`config.mk`:
```
export PLATFORM = sky130hd
export DESIGN_NAME = cmm_sfifo_ex_flat
export DESIGN_NICKNAME = d
export VERILOG_FILES = /design/src/rtl/cmm_sfifo_ex_if.sv /design/src/rtl/cmm_sfifo_ex.sv /design/src/flat_wrapper.sv
export SDC_FILE = /design/constraint.sdc
export NUM_CORES = 1
export LEC_CHECK = 0
export ABC_AREA = 1
export CAP_MARGIN = 20
export CORE_ASPECT_RATIO = 1.75
export CORE_MARGIN = 2
export CORE_UTILIZATION = 46
export CTS_CLUSTER_SIZE = 30
export DETAILED_ROUTE_END_ITERATION = 6
export PLACE_DENSITY = 0.77
export SLEW_MARGIN = 0
export SYNTH_ARGS = -nofsm -noshare
export SYNTH_HDL_FRONTEND = slang
export SYNTH_SLANG_ARGS = --single-unit
```
`constraint.sdc`:
```
create_clock -name clk -period 5 [get_ports clk]
set_input_delay 0.5 -clock clk [delete_from_list [all_inputs] [get_ports clk]]
set_output_delay 0.5 -clock clk [all_outputs]
set_load 0.05 [all_outputs]
```
`src/rtl/cmm_sfifo_ex_if.sv`:
```
// cmm_sfifo_ex_if: push/pop bus of the single-clock FIFO.
//   master: the user side; drives push/din/pop/clr_err and observes data and status.
//   slave : the FIFO side; returns dout, full/empty/afull/aempty, count, oflw/uflw.
// C_DW and C_DEPTH must match the parameters of the attached cmm_sfifo_ex.
interface cmm_sfifo_ex_if #(
    parameter int unsigned C_DW    = 32,
    parameter int unsigned C_DEPTH = 6
);
    localparam int unsigned C_CW = $clog2(C_DEPTH + 1);

    logic            push;
    logic [C_DW-1:0] din;
    logic            pop;
    logic [C_DW-1:0] dout;
    logic            full;
    logic            empty;
    logic            afull;
    logic            aempty;
    logic [C_CW-1:0] count;
    logic            oflw;
    logic            uflw;
    logic            clr_err;

    modport master (
        output push, din, pop, clr_err,
        input  dout, full, empty, afull, aempty, count, oflw, uflw
    );

    modport slave (
        input  push, din, pop, clr_err,
        output dout, full, empty, afull, aempty, count, oflw, uflw
    );
endinterface

```
`src/rtl/cmm_sfifo_ex.sv`:
```
// cmm_sfifo_ex: single-clock FIFO of any depth >= 2.
// Features: registered-read or show-ahead output, almost-full/almost-empty
// thresholds, live fill count, sticky overflow/underflow flags.
// Ports:
//   clk   - clock, every register on the rising edge
//   rst_n - synchronous active-low reset
//   fif   - slave side of cmm_sfifo_ex_if (push/din/pop/clr_err in;
//           dout/full/empty/afull/aempty/count/oflw/uflw out)
module cmm_sfifo_ex #(
    parameter int unsigned C_DW        = 32,
    parameter int unsigned C_DEPTH     = 6,
    parameter int unsigned C_AFULL_TH  = 4,
    parameter int unsigned C_AEMPTY_TH = 1,
    parameter int unsigned C_FWFT      = 0
) (
    input  logic          clk,
    input  logic          rst_n,
    cmm_sfifo_ex_if.slave fif
);
    localparam int unsigned      C_AW      = $clog2(C_DEPTH);
    localparam int unsigned      C_CW      = $clog2(C_DEPTH + 1);
    localparam logic [C_AW-1:0]  LAST_IDX  = C_AW'(C_DEPTH - 1);
    localparam logic [C_CW-1:0]  DEPTH_CNT = C_CW'(C_DEPTH);
    localparam logic [C_CW-1:0]  AFULL_CNT = C_CW'(C_AFULL_TH);
    localparam logic [C_CW-1:0]  AEMPT_CNT = C_CW'(C_AEMPTY_TH);

    logic [C_DW-1:0] mem [C_DEPTH];

    logic [C_AW-1:0] wptr;
    logic [C_AW-1:0] rptr;
    logic [C_AW-1:0] wptr_inc;
    logic [C_AW-1:0] rptr_inc;
    logic [C_CW-1:0] count_q;
    logic [C_CW-1:0] count_nxt;
    logic            full_q;
    logic            empty_q;
    logic            afull_q;
    logic            aempty_q;
    logic            oflw_q;
    logic            uflw_q;
    logic            push_ok;
    logic            pop_ok;

    // Acceptance, pointer increment with explicit wrap, and next fill count.
    // A push into a full FIFO is taken only when a pop frees a slot this cycle.
    always_comb begin
        pop_ok    = fif.pop & ~empty_q;
        push_ok   = fif.push & (~full_q | pop_ok);
        wptr_inc  = (wptr == LAST_IDX) ? '0 : wptr + C_AW'(1);
        rptr_inc  = (rptr == LAST_IDX) ? '0 : rptr + C_AW'(1);
        count_nxt = count_q;
        if (push_ok && !pop_ok) begin
            count_nxt = count_q + C_CW'(1);
        end else if (pop_ok && !push_ok) begin
            count_nxt = count_q - C_CW'(1);
        end
    end

    // Pointers, count, status flags (from next count) and sticky error flags.
    always_ff @(posedge clk) begin
        if (!rst_n) begin
            wptr     <= '0;
            rptr     <= '0;
            count_q  <= '0;
            full_q   <= 1'b0;
            empty_q  <= 1'b1;
            afull_q  <= 1'b0;
            aempty_q <= 1'b1;
            oflw_q   <= 1'b0;
            uflw_q   <= 1'b0;
        end else begin
            if (push_ok) begin
                wptr <= wptr_inc;
            end
            if (pop_ok) begin
                rptr <= rptr_inc;
            end
            count_q  <= count_nxt;
            full_q   <= (count_nxt == DEPTH_CNT);
            empty_q  <= (count_nxt == '0);
            afull_q  <= (count_nxt >= AFULL_CNT);
            aempty_q <= (count_nxt <= AEMPT_CNT);
            // A new reject in the same cycle as clr_err keeps the flag set.
            oflw_q   <= (oflw_q & ~fif.clr_err) | (fif.push & ~push_ok);
            uflw_q   <= (uflw_q & ~fif.clr_err) | (fif.pop & ~pop_ok);
        end
    end

    // Storage array; contents survive reset, only the pointers are cleared.
    always_ff @(posedge clk) begin
        if (rst_n && push_ok) begin
            mem[wptr] <= fif.din;
        end
    end

    generate
        if (C_FWFT != 0) begin : g_fwft
            // Per-entry written bits keep an unwritten slot from showing X on dout.
            logic [C_DEPTH-1:0] wr_vld;

            always_ff @(posedge clk) begin
                if (!rst_n) begin
                    wr_vld <= '0;
                end else if (push_ok) begin
                    wr_vld[wptr] <= 1'b1;
                end
            end

            // Head entry straight from storage; depends on rptr only, not on pop.
            assign fif.dout = wr_vld[rptr] ? mem[rptr] : '0;
        end else begin : g_rreg
            logic [C_DW-1:0] dout_q;

            // Registered read: load the head on an accepted pop, hold otherwise.
            always_ff @(posedge clk) begin
                if (!rst_n) begin
                    dout_q <= '0;
                end else if (pop_ok) begin
                    dout_q <= mem[rptr];
                end
            end

            assign fif.dout = dout_q;
        end
    endgenerate

    assign fif.count  = count_q;
    assign fif.full   = full_q;
    assign fif.empty  = empty_q;
    assign fif.afull  = afull_q;
    assign fif.aempty = aempty_q;
    assign fif.oflw   = oflw_q;
    assign fif.uflw   = uflw_q;
endmodule

```
`src/flat_wrapper.sv`:
```
// flat-port wrapper written by rule: the top's interface ports become plain ports
module cmm_sfifo_ex_flat 
#(
    parameter int unsigned C_DW        = 32,
    parameter int unsigned C_DEPTH     = 6,
    parameter int unsigned C_AFULL_TH  = 4,
    parameter int unsigned C_AEMPTY_TH = 1,
    parameter int unsigned C_FWFT      = 0
)
  (clk, rst_n, fif_push, fif_din, fif_pop, fif_clr_err, fif_dout, fif_full, fif_empty, fif_afull, fif_aempty, fif_count, fif_oflw, fif_uflw);
  cmm_sfifo_ex_if #(.C_DW(C_DW), .C_DEPTH(C_DEPTH)) fif_i ();
  input  logic clk;
  input  logic rst_n;
  input wire logic [$bits(fif_i.push)-1:0] fif_push;
  input wire logic [$bits(fif_i.din)-1:0] fif_din;
  input wire logic [$bits(fif_i.pop)-1:0] fif_pop;
  input wire logic [$bits(fif_i.clr_err)-1:0] fif_clr_err;
  output wire logic [$bits(fif_i.dout)-1:0] fif_dout;
  output wire logic [$bits(fif_i.full)-1:0] fif_full;
  output wire logic [$bits(fif_i.empty)-1:0] fif_empty;
  output wire logic [$bits(fif_i.afull)-1:0] fif_afull;
  output wire logic [$bits(fif_i.aempty)-1:0] fif_aempty;
  output wire logic [$bits(fif_i.count)-1:0] fif_count;
  output wire logic [$bits(fif_i.oflw)-1:0] fif_oflw;
  output wire logic [$bits(fif_i.uflw)-1:0] fif_uflw;
  assign fif_i.push = fif_push;
  assign fif_i.din = fif_din;
  assign fif_i.pop = fif_pop;
  assign fif_i.clr_err = fif_clr_err;
  assign fif_dout = fif_i.dout;
  assign fif_full = fif_i.full;
  assign fif_empty = fif_i.empty;
  assign fif_afull = fif_i.afull;
  assign fif_aempty = fif_i.aempty;
  assign fif_count = fif_i.count;
  assign fif_oflw = fif_i.oflw;
  assign fif_uflw = fif_i.uflw;
  cmm_sfifo_ex #(.C_DW(C_DW), .C_DEPTH(C_DEPTH), .C_AFULL_TH(C_AFULL_TH), .C_AEMPTY_TH(C_AEMPTY_TH), .C_FWFT(C_FWFT)) u_core (.clk(clk), .rst_n(rst_n), .fif(fif_i));
endmodule
```
==> flow_metrics.env, run 1 <==
export IMPL_drc=0
export IMPL_finalNonFillerCells=1111
export IMPL_post_synth_cell_area_avg_sq_um=11.54
export IMPL_outcome="finished, final reports clean"
export IMPL_grtUsageTotal_pct=18.84
export IMPL_grt_overflow=0
export IMPL_fin_tns_setup_ps=0
export IMPL_drtIter0Drc=388
export IMPL_finalWirelength_um=19580
export IMPL_drv_slew=0
export IMPL_die_area_sq_um=20860
export IMPL_grt_pass1_vias=6019
export IMPL_cts_tree="yes"
export IMPL_critPathBufInv=1
export IMPL_critPathLaunchType="input pin"
export IMPL_cpPeakStageDelay_ps=920
export IMPL_clock_path_buffers=3
export IMPL_yosysWarnings=0
export IMPL_fin_nets=895
export IMPL_cp_required_ps=5120
export IMPL_vdd_drop_max_v=0.0002954
export IMPL_relSlewSlack_pct=28.52
export IMPL_synthCells=784
export IMPL_crit_path_top_delay_cell="nor2_4"
export IMPL_skew_ps=19.56
export IMPL_timing_fmax_mhz=389.9
export IMPL_setup_viol=0
export IMPL_dp_hpwl_um=11170
export IMPL_rsz0062_at_grt="false"
export IMPL_chipWidth_um=110.0
export IMPL_clock_latency_ps=510
export IMPL_postCtsSetupRepairBufs=0
export IMPL_ant_nets=0
export IMPL_rr_worst_depth=5
export IMPL_syn_num_nets=823
export IMPL_cts_resized=0
export IMPL_worstMarginPinSlew_ps=1070
export IMPL_rows=67
export IMPL_wl_per_cell_um=17.63
export IMPL_firstDrtPassIters=5
export IMPL_cts_htree_levels=1
export IMPL_cts_hold_buf=0
export IMPL_power_density_nw_per_um2=444.3
export IMPL_cts_buffers_inserted=20
export IMPL_cts_sinks=238
export IMPL_whs_path_depth=2
export IMPL_num_io_pins=78
export IMPL_layout_worst_path_cycle_share_pct=51.29
export IMPL_min_from="u_core.fif.oflw$_SDFF_PN0_"
export IMPL_nFillCells=1509
export IMPL_numPortBuffers=77
export IMPL_cp_data_arrival_time_ps=2680
export IMPL_ff_latch_area_sq_um=6688
export IMPL_gp_congestion=0.7433
export IMPL_start_util_pct=47.15
export IMPL_viasPerCell=5.321
export IMPL_r2r_start="u_core.fif.empty$_SDFF_PN1_"
export IMPL_hp_class="reg2reg"
export IMPL_whs_endpoint="u_core.fif.oflw$_SDFF_PN0_"
export IMPL_chipHeight_um=189.6
export IMPL_path_cells="clkdlybuf4s50_1 -> nand2_1 -> a21oi_2 -> nand2_1 -> nor2_4"
export IMPL_power_leakage_nw=3.964
export IMPL_via_count=5912
export IMPL_worst_setup_path_end_kind="register"
export IMPL_criticalPathCategory="in2reg"
export IMPL_seq_area_frac_synth_pct=73.87
export IMPL_multi_input_area_sq_um=2107
export IMPL_drive_gt1_share_pct=6.897
export IMPL_drv_cap=0
export IMPL_dp_cells=1074
export IMPL_rr_endpoint="u_core.mem[1][3]$_DFFE_PP_"
export IMPL_grt_pass1_wl_um=30100
export IMPL_antenna_found_initial=0
export IMPL_cp_top_family="simple AND/OR/NAND/NOR gates"
export IMPL_rrSetupSlack_ps=2550
export IMPL_core_sq_um=19200
export IMPL_syn_area_sq_um=9051
export IMPL_cpMostUsedCell="nand2_1"
export IMPL_yosys_register_bits=238
export IMPL_crit_fanout=32
export IMPL_path_clk_slew_ps=70
export IMPL_synth_distinct_cells=23
export IMPL_root_buffer="clkbuf_16"
export IMPL_n_antenna_cell=0
export IMPL_fin_crit_ps=2565
export IMPL_grt_max_degree=67
export IMPL_area_delta_synth_final_pct=19.55
export IMPL_hold_viol=0
## worst max path at each step
stage | cells past startpoint | startpoint | slack [ps] | endpoint
2_1_floorplan | 6 | u_core.fif.empty$_SDFF_PN1_ | 260 | u_core.mem[0][0]$_DFFE_PP_
3_3_place_gp | 4 | rst_n | 1920 | u_core.mem[5][30]$_DFFE_PP_
3_5_place_dp | 4 | rst_n | 1890 | u_core.mem[5][30]$_DFFE_PP_
4_1_cts | 4 | rst_n | 2400 | u_core.mem[5][5]$_DFFE_PP_
5_1_grt | 4 | rst_n | 2320 | u_core.mem[3][30]$_DFFE_PP_
6_report | 5 | fif_pop | 2440 | u_core.mem[1][3]$_DFFE_PP_
## where the power goes
group | switching, W | leakage (nW) | total (W) | internal (W)
registers | 0.0000558 | 2.12 | 0.00230 | 0.00224
logic | 0.000607 | 1.50 | 0.000879 | 0.000272
clock network | 0.000684 | 0.342 | 0.00163 | 0.000948
## placed cells by master (no fill, tap or decap), drive strengths merged
cell type / count
clkbuf: 21
o22ai: 2
buf: 17
o21ai: 65
edfxtp: 192
clkinvlp: 1
nor2: 75
bufinv: 4
nor4: 3
xnor2: 1
dfxtp: 46
clkinv: 10
inv: 23
ha: 2
nand3: 42
clkdlybuf4s50: 77
a21oi: 70
nand4: 2
nand2: 217
## cell usage after synthesis (all sizes together)
master | instances | area share (%)
nor4 | 3 | 0.21
xnor2 | 1 | 0.097
nand4 | 2 | 0.14
a21oi | 70 | 3.9
nand2 | 217 | 9.0
o22ai | 2 | 0.14
nand3 | 42 | 2.3
clkbuf | 17 | 0.70
edfxtp | 192 | 64
inv | 22 | 0.91
ha | 2 | 0.28
dfxtp | 46 | 10
buf | 27 | 1.6
clkinv | 1 | 0.041
o21ai | 65 | 3.6
nor2 | 75 | 3.1
## through the flow
step / total power (W) / hold slack, ps / setup WS, ps / instance area, sq um / utilization, %
floorplan: 0.002918 / 528.2 / 256.6 / 9051 / -
finish: 0.004808 / 463.7 / 2435 / 10820 / 56.36
detailed placement: 0.003216 / 455.2 / 1885 / 10110 / 52.64
global placement: 0.003198 / 453.4 / 1917 / 10060 / 52.40
CTS: 0.004826 / 465.8 / 2400 / 10800 / 56.26
global route: 0.004975 / 515.2 / 2323 / 10820 / 56.36
## flip-flops by register name, summed over array words and instances, names as in the netlist
| signal | count |
|---|---|
| u_core.fif.afull | 1 |
| u_core.fif.dout | 32 |
| u_core.fif.uflw | 1 |
| u_core.fif.count | 2 |
| u_core.mem | 192 |
| u_core.wptr | 3 |
| u_core.fif.full | 1 |
| u_core.fif.aempty | 1 |
| u_core.rptr | 3 |
| u_core.fif.empty | 1 |
| u_core.fif.oflw | 1 |
## worst register-to-register path: stages (launching register included)
cell     delay [ps]
dfxtp_1         330
inv_1            80
nand2_1         100
a21oi_2         280
nand2_1         360
nor2_4          920
## metal layers
layer | share of wire, % | global-route usage (%) | wire length (um)
met1 | 38 | 21.71 | 7359
met2 | 54 | 34.47 | 10560
met3 | 5.9 | 2.158 | 1146
met4 | 2.7 | 7.936 | 519
met5 | 0 | 0 | 0
## layout make-up
class                   count  area share [%]
clock buffers              21           4.660
multi-input cells         479           19.47
inverters                  23          0.7979
repair buffers             94           8.719
clock inverters            15           1.758
flip-flops and latches    238           61.81
well taps                 241           2.787
## cells by family (layout without fill, tap and decap cells)
kind of cell / after synthesis / count (layout) / share of synthesized area [%]
AND/OR/NAND/NOR: 339 / 339 / 14.81
adder cells (fa/ha/maj): 2 / 2 / 0.2764
flip-flops: 238 / 238 / 73.87
buffers and inverters: 67 / 153 / 3.304
XOR/XNOR: 1 / 1 / 0.09678
AO/OA/AOI/OAI: 137 / 137 / 7.644
No activity file was read; power rests on OpenSTA's default activity.
==> run 2: changes to the inputs <==
==> constraint.sdc (replaced) <==
create_clock -name clk -period 2.5 [get_ports clk]
set_input_delay 0.25 -clock clk [delete_from_list [all_inputs] [get_ports clk]]
set_output_delay 0.25 -clock clk [all_outputs]
set_load 0.05 [all_outputs]
==> flow_metrics.env, run 2 (same netlist as run 1, synthesis figures left out) <==
export IMPL_root_buffer="clkbuf_16"
export IMPL_n_antenna_cell=0
export IMPL_hp_class="in2reg"
export IMPL_firstDrtPassIters=4
export IMPL_cp_data_arrival_time_ps=1760
export IMPL_via_count=6033
export IMPL_power_density_nw_per_um2=871.8
export IMPL_fin_crit_ps=2011
export IMPL_die_area_sq_um=20860
export IMPL_antenna_found_initial=0
export IMPL_dp_slack_ps=280.9
export IMPL_power_leakage_nw=4.000
export IMPL_cp_top_family="buffers and inverters"
export IMPL_grt_pass1_vias=6057
export IMPL_largest_reg_flops=192
export IMPL_timing_fmax_mhz=497.2
export IMPL_worstMarginPinSlew_ps=633.0
export IMPL_drc=0
export IMPL_clock_path_buffers=3
export IMPL_area_delta_synth_final_pct=20.57
export IMPL_setup_viol=0
export IMPL_grtUsageTotal_pct=19.85
export IMPL_mostFrequentLayoutCells="nand2_1, edfxtp_1, clkdlybuf4s50_1, nor2_1, a21oi_1"
export IMPL_cts_tree="yes"
export IMPL_path_cells="clkdlybuf4s50_1"
export IMPL_drv_slew=0
export IMPL_cts_htree_levels=1
export IMPL_drv_cap=0
export IMPL_relSlewSlack_pct=57.54
export IMPL_worst_setup_path_end_kind="primary output"
export IMPL_cts_resized=0
export IMPL_outcome="finished, final reports clean"
export IMPL_gp_congestion=0.7666
export IMPL_fin_nets=904
export IMPL_cts_buffers_inserted=21
export IMPL_crit_fanout=6
export IMPL_layout_commonest_cell="nand2_1"
export IMPL_largest_register="u_core.mem"
export IMPL_criticalPathCategory="reg2out"
export IMPL_final_setup_worst_slack_ps=488.8
export IMPL_viasPerCell=5.387
export IMPL_vdd_drop_max_v=0.0004694
export IMPL_cts_sinks=238
export IMPL_skew_ps=19.38
export IMPL_critPathBufInv=1
export IMPL_grt_max_degree=39
export IMPL_rsz0062_at_grt="false"
export IMPL_ant_nets=0
export IMPL_finalWirelength_um=20180
export IMPL_clock_latency_ps=500
export IMPL_dp_hpwl_um=12070
export IMPL_path_clk_slew_ps=60
export IMPL_postCtsSetupRepairBufs=0
export IMPL_cts_hold_buf=0
export IMPL_rows=67
export IMPL_finalNonFillerCells=1120
export IMPL_rrSetupSlack_ps=720
export IMPL_grt_overflow=0
export IMPL_fin_tns_setup_ps=0
export IMPL_numPortBuffers=77
export IMPL_final_core_util_pct=56.85
export IMPL_chipWidth_um=110.0
export IMPL_drtIter0Drc=503
export IMPL_core_sq_um=19200
export IMPL_finalPower_w=0.009514
export IMPL_start_util_pct=47.15
export IMPL_chipHeight_um=189.6
export IMPL_layout_worst_path_cycle_share_pct=80.45
export IMPL_cp_required_ps=2250
export IMPL_crit_path_top_delay_cell="clkdlybuf4s50_1"
export IMPL_wl_per_cell_um=18.01
export IMPL_cpPeakStageDelay_ps=850
export IMPL_num_io_pins=78
export IMPL_critPathLaunchType="register"
export IMPL_grt_pass1_wl_um=31570
export IMPL_dp_cells=1083
export IMPL_drive_gt1_share_pct=7.736
export IMPL_hold_viol=0
[run 2: cell count changes in the layout (fill, tap and decap cells not counted), moves of 3 or more]
cell | before | now
buf_12 | 2 | 5
buf_4 | 14 | 20
clkbuf_1 | 1 | 5
clkinv_2 | 6 | 3
nor4_2 | 3 | 0
nor4_4 | 0 | 3
[run 2: metal layers]
| metal | share of wire [%] | routed length [um] | up-vias | global-route usage (%) |
|---|---|---|---|---|
| met1 | 37 | 7506 | 2943 | 23.22 |
| met3 | 5.1 | 1033 | 33 | 2.227 |
| li1 | - | - | 2860 | - |
| met2 | 55 | 11090 | 197 | 36.22 |
| met4 | 2.7 | 548 | 0 | 7.887 |
| met5 | 0 | 0 | - | 0 |
[run 2: where the power goes]
group	internal (W)	switching, W
clock network	0.00179	0.00133
registers	0.00449	0.000122
logic	0.000573	0.00122
[run 2: cell type report]
class / instances / area [sq um]
repair buffers: 102 / 1021
inverters: 23 / 86.33
clock buffers: 27 / 558.0
multi-input cells: 479 / 2151
flip-flops and latches: 238 / 6691
clock inverters: 10 / 103.9
well taps: 241 / 301.5
fillers: 1502 / 8284
[run 2: worst paths after layout]
path | endpoint | depth (start not counted) | from
worst max register to register | u_core.mem[2][11]$_DFFE_PP_ | 6 | u_core.fif.empty$_SDFF_PN1_
worst min-delay path | u_core.fif.uflw$_SDFF_PN0_ | 3 | fif_pop
worst min register to register | u_core.fif.uflw$_SDFF_PN0_ | 2 | u_core.fif.uflw$_SDFF_PN0_
worst max-delay path | fif_count[2] | 1 | u_core.fif.afull$_SDFF_PN0_
[run 2: through the flow]
step	hold WS [ps]	area, sq um
2_1_floorplan	348.9	9131
3_3_place_gp	452.4	10250
3_5_place_dp	456.9	10250
4_1_cts	394.7	10910
5_1_grt	418.3	10910
6_report	410.6	10910
